===== src/rtl/saturn_fetch.sv =====
// saturn_fetch: nibble fetch unit for the Saturn decoder.
// Owns the fetch address, issues single-nibble bus reads with a req/ack
// handshake, buffers results in a small prefetch FIFO and presents the head
// entry as {o_pc, o_nibble}. Redirects flush the FIFO and restart fetching.
// Optional feature macro: SATURN_FETCH_PREFETCH_EN
//   defined   - up to DEPTH nibbles are fetched ahead of the decoder
//   undefined - a request is issued only while the FIFO is empty (depth 1)
module saturn_fetch #(
  parameter int unsigned DEPTH    = 4,
  parameter logic [19:0] RESET_PC = 20'h00000
) (
  input  logic                     i_clk,
  input  logic                     i_reset,
  input  logic                     i_en_fetch,
  input  logic                     i_inc_pc,
  input  logic                     i_load_pc,
  input  logic [19:0]              i_new_pc,
  output logic [19:0]              o_bus_addr,
  output logic                     o_bus_req,
  input  logic                     i_bus_ack,
  input  logic [3:0]               i_bus_data,
  output logic [19:0]              o_pc,
  output logic [3:0]               o_nibble,
  output logic                     o_stalled,
  output logic [$clog2(DEPTH):0]   o_level
);

  localparam int unsigned PTR_W = $clog2(DEPTH);
  localparam int unsigned LVL_W = PTR_W + 1;

  typedef enum logic {
    IDLE = 1'b0,
    REQ  = 1'b1
  } state_t;

  state_t            state;
  logic [19:0]       fa;
  logic [PTR_W-1:0]  rd_ptr;
  logic [PTR_W-1:0]  wr_ptr;
  logic [PTR_W-1:0]  rd_next;
  logic [19:0]       mem_addr [DEPTH];
  logic [3:0]        mem_nib  [DEPTH];

  logic              push;
  logic              pop;
  logic [LVL_W-1:0]  level_nxt;
  logic              issue_ok;
  logic              room_after;

  // Handshake qualifiers, post-update occupancy and request admission.
  always_comb begin
    pop       = i_inc_pc && i_en_fetch && !o_stalled && !i_load_pc;
    push      = i_reset && (state == REQ) && i_bus_ack && !i_load_pc;
    level_nxt = o_level + LVL_W'(push) - LVL_W'(pop);
    rd_next   = rd_ptr + PTR_W'(1);
`ifdef SATURN_FETCH_PREFETCH_EN
    issue_ok   = (o_level < LVL_W'(DEPTH));
    room_after = (level_nxt < LVL_W'(DEPTH));
`else
    issue_ok   = (o_level == '0) && !pop;
    room_after = (level_nxt == '0);
`endif
  end

  // FIFO storage; written only by an accepted ack, never reset.
  always_ff @(posedge i_clk) begin
    if (push) begin
      mem_addr[wr_ptr] <= fa;
      mem_nib[wr_ptr]  <= i_bus_data;
    end
  end

  // Bus FSM, fetch address, FIFO pointers and registered decoder outputs.
  always_ff @(posedge i_clk) begin
    if (!i_reset) begin
      state      <= IDLE;
      fa         <= RESET_PC;
      o_bus_addr <= RESET_PC;
      o_bus_req  <= 1'b0;
      rd_ptr     <= '0;
      wr_ptr     <= '0;
      o_level    <= '0;
      o_stalled  <= 1'b1;
      o_pc       <= '0;
      o_nibble   <= '0;
    end else if (i_load_pc) begin
      // Redirect: drop everything in flight, including a same-cycle ack.
      state      <= IDLE;
      fa         <= i_new_pc;
      o_bus_addr <= i_new_pc;
      o_bus_req  <= 1'b0;
      rd_ptr     <= '0;
      wr_ptr     <= '0;
      o_level    <= '0;
      o_stalled  <= 1'b1;
      o_pc       <= '0;
      o_nibble   <= '0;
    end else begin
      if (push) begin
        wr_ptr <= wr_ptr + PTR_W'(1);
        fa     <= fa + 20'd1;
      end
      if (pop) begin
        rd_ptr <= rd_next;
      end
      o_level   <= level_nxt;
      o_stalled <= (level_nxt == '0);

      // New head: the pushed entry if the FIFO is (or becomes) otherwise
      // empty, else the entry behind the popped one.
      if (push && ((o_level == '0) || ((o_level == LVL_W'(1)) && pop))) begin
        o_pc     <= fa;
        o_nibble <= i_bus_data;
      end else if (pop && (o_level > LVL_W'(1))) begin
        o_pc     <= mem_addr[rd_next];
        o_nibble <= mem_nib[rd_next];
      end

      case (state)
        IDLE: begin
          o_bus_addr <= fa;
          if (issue_ok) begin
            state     <= REQ;
            o_bus_req <= 1'b1;
          end
        end
        REQ: begin
          if (push) begin
            o_bus_addr <= fa + 20'd1;
            if (!room_after) begin
              state     <= IDLE;
              o_bus_req <= 1'b0;
            end
          end
        end
        default: begin
          state     <= IDLE;
          o_bus_req <= 1'b0;
        end
      endcase
    end
  end

endmodule


===== config.mk =====
export PLATFORM = sky130hd
export DESIGN_NAME = saturn_fetch
export DESIGN_NICKNAME = d
export VERILOG_FILES = /design/src/rtl/saturn_fetch.sv
export SDC_FILE = /design/constraint.sdc
export NUM_CORES = 1
export LEC_CHECK = 0
export BUFFER_PORTS_ARGS = -buffer_cell sky130_fd_sc_hd__buf_2
export CORE_MARGIN = 3
export CORE_UTILIZATION = 34
export DETAILED_ROUTE_END_ITERATION = 16
export PLACE_DENSITY_LB_ADDON = 0.25
export SLEW_MARGIN = 20
export SYNTH_ARGS = -nofsm -noshare
export SYNTH_HDL_FRONTEND = slang
export SYNTH_SLANG_ARGS = --single-unit

===== constraint.sdc =====
create_clock -name i_clk -period 2.5 [get_ports i_clk]
set_clock_uncertainty 0.15 [all_clocks]
set_input_delay 0.25 -clock i_clk [delete_from_list [all_inputs] [get_ports i_clk]]
set_output_delay 0.25 -clock i_clk [all_outputs]
set_load 0.01 [all_outputs]

# Yosys cells after proc, flatten, opt, wreduce, memory -nomap -nowiden
# Memory sizes are Yosys's and may differ from the RTL's.
# Cells that the tools add are included.
# word_totals
ff_bits	74
latch_bits	0
ram_bits	96
romBits	0
elab_cells	63
memories	2
# op_classes
add_sub_neg	5
mul	0
n_div	0
order_cmp	1
eq_ne	5
shift	0
n_mux	18
n_bitwise	2
n_reduce_logical	20
# memory_table
memory	depth	word_bits	read_ports	rd_ports_with_merged_regs	write_ports	line	text
mem_addr	4	20	1	0	1	41	logic [19:0] mem_addr [DEPTH];
mem_nib	4	4	1	0	1	42	logic [3:0] mem_nib [DEPTH];
# op_table
op	n
$mux 20	5
$pmux 20 s2	1
$add 20x1->20 const B	1
$logic_and 1x1->1	10
$mux 1	8
$mux 4	2
$logic_not 3->1	2
$add 2x1->2 const B	2
$ne 2x2->1 const B	2
$pmux 1 s2	2
$reduce_bool 2->1	2
$add 3x1->3	1
$eq 3x1->1 const B	1
$gt 3x1->1 const B	1
$logic_not 1->1	3
$ne 3x2->1 const B	1
$reduce_and 3->1	1
$sub 3x1->3	1
$ne 2x1->1 const B	1
$not 1->1	2
$reduce_or 2->1	1
$logic_or 1x1->1	1

# Depth between registers and ports, before layout
# depth
ltp_word	9
ltp_mapped	15

# Worst setup path after synthesis
# Ideal clock, no wire load.
# synth_timing
path_type	input to register
start	input port i_reset
end	register state
arrival_ns	2.252
required_time_ns	2.279
setup_slack_ns	0.027
stages	15
cell_sequence	buf_6 and2_4 and3_1 buf_6 inv_4 ha_1 inv_1 ha_1 inv_1 fa_1 xnor2_1 nand3b_1 nand2_1 nand2_1 a21oi_1
# synth_between
elab_chain_cells	9
elab_cells_between_ends	11
classes_between	2 x add/sub; 3 x mux; 1 x bitwise; 5 x reduce/logical
# synth_lines
item	line	text
start, declared	13	input logic i_reset,
$logic_and 1x1->1 (3 in a row)	53	push = i_reset && (state == REQ) && i_bus_ack && !i_load_pc;
$add 3x1->3	54	level_nxt = o_level + LVL_W'(push) - LVL_W'(pop);
$sub 3x1->3	54	
$logic_not 3->1	61	room_after = (level_nxt == '0);
$mux 1	130	if (!room_after) begin
$mux 1	128	if (push) begin
$pmux 1 s2	119	case (state)
end signal, assigned	123	state <= REQ;
end signal, assigned	131	state <= IDLE;
end signal, assigned	137	state <= IDLE;
end, declared	36	state_t state;
# Several ways; a longest one is shown, not always the timed one.
# A chain may end at the register's enable or synchronous reset.

# Worst setup path after layout
# layout_timing
start	register state
end	register o_bus_req
# layout_between
elab_chain_cells	8
elab_cells_between_ends	12
classes_between	2 x add/sub; 3 x eq/ne; 1 x mux; 1 x bitwise; 5 x reduce/logical
# layout_lines
item	line	text
start signal, assigned	76	state <= IDLE;
start signal, assigned	88	state <= IDLE;
start signal, assigned	123	
$logic_and 1x1->1 (3 in a row)	53	
$add 3x1->3	54	
$sub 3x1->3	54	
$logic_not 3->1	61	
$ne 2x2->1 (no source line)	n/a	
$reduce_and 3->1 (no source line)	n/a	
end signal, assigned	79	o_bus_req <= 1'b0;
end signal, assigned	91	o_bus_req <= 1'b0;
end signal, assigned	124	o_bus_req <= 1'b1;
end, declared	19	output logic o_bus_req,
# Several ways; a longest one is shown, not always the timed one.

==> impl_summary.md <==
Outcome
The run finished with clean final reports.

Timing
The slew of the pin with the lowest slew margin is 615 ps. Setup repair after global routing left no endpoint under its margin. The share of the cycle needed by the critical path after routing is 0.935.

The final number of setup-violating endpoints is 0. The final-report hold violation count is 0. Timing would allow up to 428 MHz. Hold timing on the final database bottoms out at a slack of 17.5 ps. The worst relative slew slack is 0.589. The max-slew violation total from the final report is 0. The minimum clock period after layout is 2340 ps.

Die
The core region is 21100 um^2. The floorplan die width is 153 um. In this run the vertical extent of the chip is 153 um. Pin placement for this block handled 79 I/O pins. In this run the core area contains 53 standard-cell rows. The initial cell density of the core is 0.347. The die covers 23300 um^2.

CTS
TritonCTS built the clock tree. The H-tree was split into 4 levels. CTS saw 170 sinks. After clock tree synthesis, the clock-pin slew on the worst setup and hold paths is 70 ps. The clock reaches the later pin of the worst-skew pair after 430 ps. The maximum number of buffers from clock root to sink is 2. The cell sitting at the root of the clock tree is a sky130_fd_sc_hd__clkbuf_16.

The number of buffers created by CTS is 17.

Pwr
Summed over all cells, the static leakage comes to 3.17 nW. VDD sags by at most 0.513 mV. The switching share of power is 0.236. The share of power burned in registers is 0.506. The share of power burned in combinational logic is 0.064. The power density over the cells is 675 nW/um^2.

The net switching component of the power is 1.43 mW. The internal power component is 4.62 mW. Of the total power, the clock network draws 0.429.

Place
Counting tap cells, the placed design contains a total of 939 instances. The placed instance area is 8260 um^2. The routability-driven placement congestion ratio is 0.846. The detailed placement HPWL is 12.6 mm. Buffers placed on the I/O ports in this run total 78.

Synth
The synthesized-area fraction occupied by adder cells is 0.0181. The mux cell area share after synthesis is 0.112. A synthesized cell averages 12.6 um^2. The combinational family with the most area after synthesis is multiplexers. The number of distinct library cells after synthesis is 50. The area fraction of the dominant cell type after synthesis is 0.393. The compound-cell area share of the yosys netlist is 0.105. The number of instances in the synthesized netlist is 583. Of the total synthesized cell area, the portion taken by AND, OR, NAND and NOR gates is 0.0941. In this run the cell area of the synthesized design comes to 7330 um^2.

The xor and xnor area share after synthesis is 0.0430. Of the synthesized area, sequential elements account for 0.596. sky130_fd_sc_hd__edfxtp_1 takes more of the synthesized area than any other cell. The number of flip-flops and latches in the synthesized netlist is 170. The synthesized net count is 623. Ranked by total cell area, the synthesized netlist is headed by sky130_fd_sc_hd__edfxtp_1 39%, sky130_fd_sc_hd__dfxtp_1 20%, sky130_fd_sc_hd__mux4_2 7.4%.

The count of synthesis-stage warnings from yosys is 0.

Routing
The number of violations reported at the end of detailed-routing iteration 0 is 421. Dividing the detail-routed via count by the number of cells gives 5.05. The total detailed-routing wirelength is 18.5 mm. Before antenna repair, the detailed router went through 4 iterations. The final antenna-violating net count is 0. The number of vias after detailed routing is 4958.

For this run, design rule violations remaining after detail routing come to 0. The routed length per instance is 18.9 um.

Layout
The synthesis-to-layout area growth is 22.3%. The fill cell instance count of the final layout is 2004. The number of antenna diodes in the final layout is 0.

The fraction of the core area covered by cells at the end of the flow is 0.425. In the final layout, the share of cells above drive strength 1 is 0.268. The most common library cell in the layout ignoring fill and taps is sky130_fd_sc_hd__edfxtp_1.

The post-layout instance count excluding filler cells is 981. The library cells used most frequently in the layout, excluding fill and tap cells, are 96 x sky130_fd_sc_hd__edfxtp_1, 78 x sky130_fd_sc_hd__buf_2, 74 x sky130_fd_sc_hd__dfxtp_1. The post-route cell area is 8960 um^2. The number of nets in the layout is 733.

GRT
Entering global routing, the biggest net connects 40 pins. The number of antenna violations at the first check in global routing was 0. The first global-routing pass estimated 29.4 mm of wire. Summed over all layers, the global routing overflow is 0. The number of global-route vias before repair is 5142. The global-route total usage across every layer is 0.162.

Critical path
STA classifies the critical path startpoint as a flip-flop. The slowest stage of the critical path belongs to the cell sky130_fd_sc_hd__fa_1. STA classifies the critical path endpoint as a flip-flop. In this design, the stage delay of the slowest critical-path cell is 400 ps. The type of the setup path with the least slack is reg2reg. Of all nets on the critical path, the largest fanout is 2. The critical path data arrival time is 2530 ps. Data on the critical path is required at its endpoint by 2700 ps.

The signal on the critical path passes through and3_4 -> inv_4 -> ha_1 -> inv_1 -> ha_1 -> inv_1 -> fa_1 -> xnor2_2 -> nand3b_1 -> nand2_1 -> nand2_1 -> a21oi_1.

Worst hold path
The min-delay analysis places its worst path in the category in2reg.

Flow run
The number of max-cap violations is 0.
cell type report:
class	count	area, um^2	share of cell area
Clock buffer	19	453	0.0506
Clock inverter	13	133	0.0148
Inverter	13	51.3	0.00573
Multi-Input combinational cell	360	2750	0.307
Sequential cell	170	4360	0.487
Tap cell	275	344	0.0384
Timing Repair Buffer	131	863	0.0964
cell usage after synthesis (all sizes together):
master	instances
o32ai	1
edfxtp	96
nand4	9
nand3	22
o211ai	4
a22oi	3
nand4bb	1
fa	1
clkbuf	21
nor2b	1
o31ai	3
and2	7
nand2b	5
o221ai	1
nor3	7
dfxtp	74
a21oi	52
o21ai	44
inv	12
nor4	4
mux2i	28
ha	9
a31oi	4
xor2	13
a21boi	2
a311oi	1
mux4	24
xnor2	23
and4	3
nand2	35
nor2	30
buf	19
nand3b	1
clkinv	1
nor3b	2
a22o	2
o22ai	3
a211oi	9
and3	6
layer usage:
metal / part of all wire / vias to the layer above / track usage
met5: 0 / - / 0
met4: 0.016 / 0 / 0.0530
met3: 0.034 / 18 / 0.0293
met2: 0.49 / 106 / 0.268
met1: 0.46 / 2438 / 0.217
li1: - / 2396 / -
worst paths after layout:
kind                 startpoint            end  slack, ps  depth (start not counted)
hold / removal     i_new_pc[11]         fa[11]         20                          3
setup / recovery          state      o_bus_req        160                         12
setup reg to reg          state      o_bus_req        160                         12
hold reg to reg   o_bus_addr[1]  o_bus_addr[1]        300                          2
registers in the layout (all words and copies together) (netlist names):
signal	flops
o_level	3
fa	20
o_stalled	1
o_pc	20
wr_ptr	2
mem_addr	80
rd_ptr	2
mem_nib	16
state	1
o_bus_req	1
o_nibble	4
o_bus_addr	20
power groups by stage:
| stage | logic (mW) | registers, mW | clock network, mW |
|---|---|---|---|
| after floorplan | 0.189 | 3.13 | 0 |
| after CTS | 0.390 | 3.06 | 2.65 |
| after global routing | 0.431 | 3.07 | 2.77 |
| after global placement | 0.370 | 3.12 | 0 |
| final | 0.389 | 3.06 | 2.59 |
| after detailed placement | 0.375 | 3.12 | 0 |
critical path: cells and delay by family, from the launching register on:
family,cells,cell delay [ps]
XOR/XNOR,1,200
flip-flops,1,340
AO/OA/AOI/OAI,1,140
adder cells (fa/ha/maj),3,810
AND/OR/NAND/NOR,4,460
buffers and inverters,3,140
stage by stage:
| step | worst slack [ps] | TNS, ps | total power, mW |
|---|---|---|---|
| after floorplan | 26.7 | 0 | 3.32 |
| after global placement | 8.12 | 0 | 3.49 |
| after detailed placement | -56.7 | -112 | 3.50 |
| after CTS | 133 | 0 | 6.10 |
| after global routing | 24.9 | 0 | 6.27 |
| final | 164 | 0 | 6.04 |
cells by family (layout without fill, tap and decap cells):
logic type | after synthesis | after routing
flip-flops | 170 | 170
AND/OR/NAND/NOR | 133 | 133
AO/OA/AOI/OAI | 129 | 129
buffers and inverters | 53 | 176
multiplexers | 52 | 52
XOR/XNOR | 36 | 36
adder cells (fa/ha/maj) | 10 | 10
what timing repair did:
item                                    4_1_cts  5_1_grt
setup buffers                                 0        0
resized for setup                             0        2
hold buffers                                 10        0
hold endpoints to repair                     23        0
endpoints found under the setup margin        0        2
(Power assumes the default switching activity.)
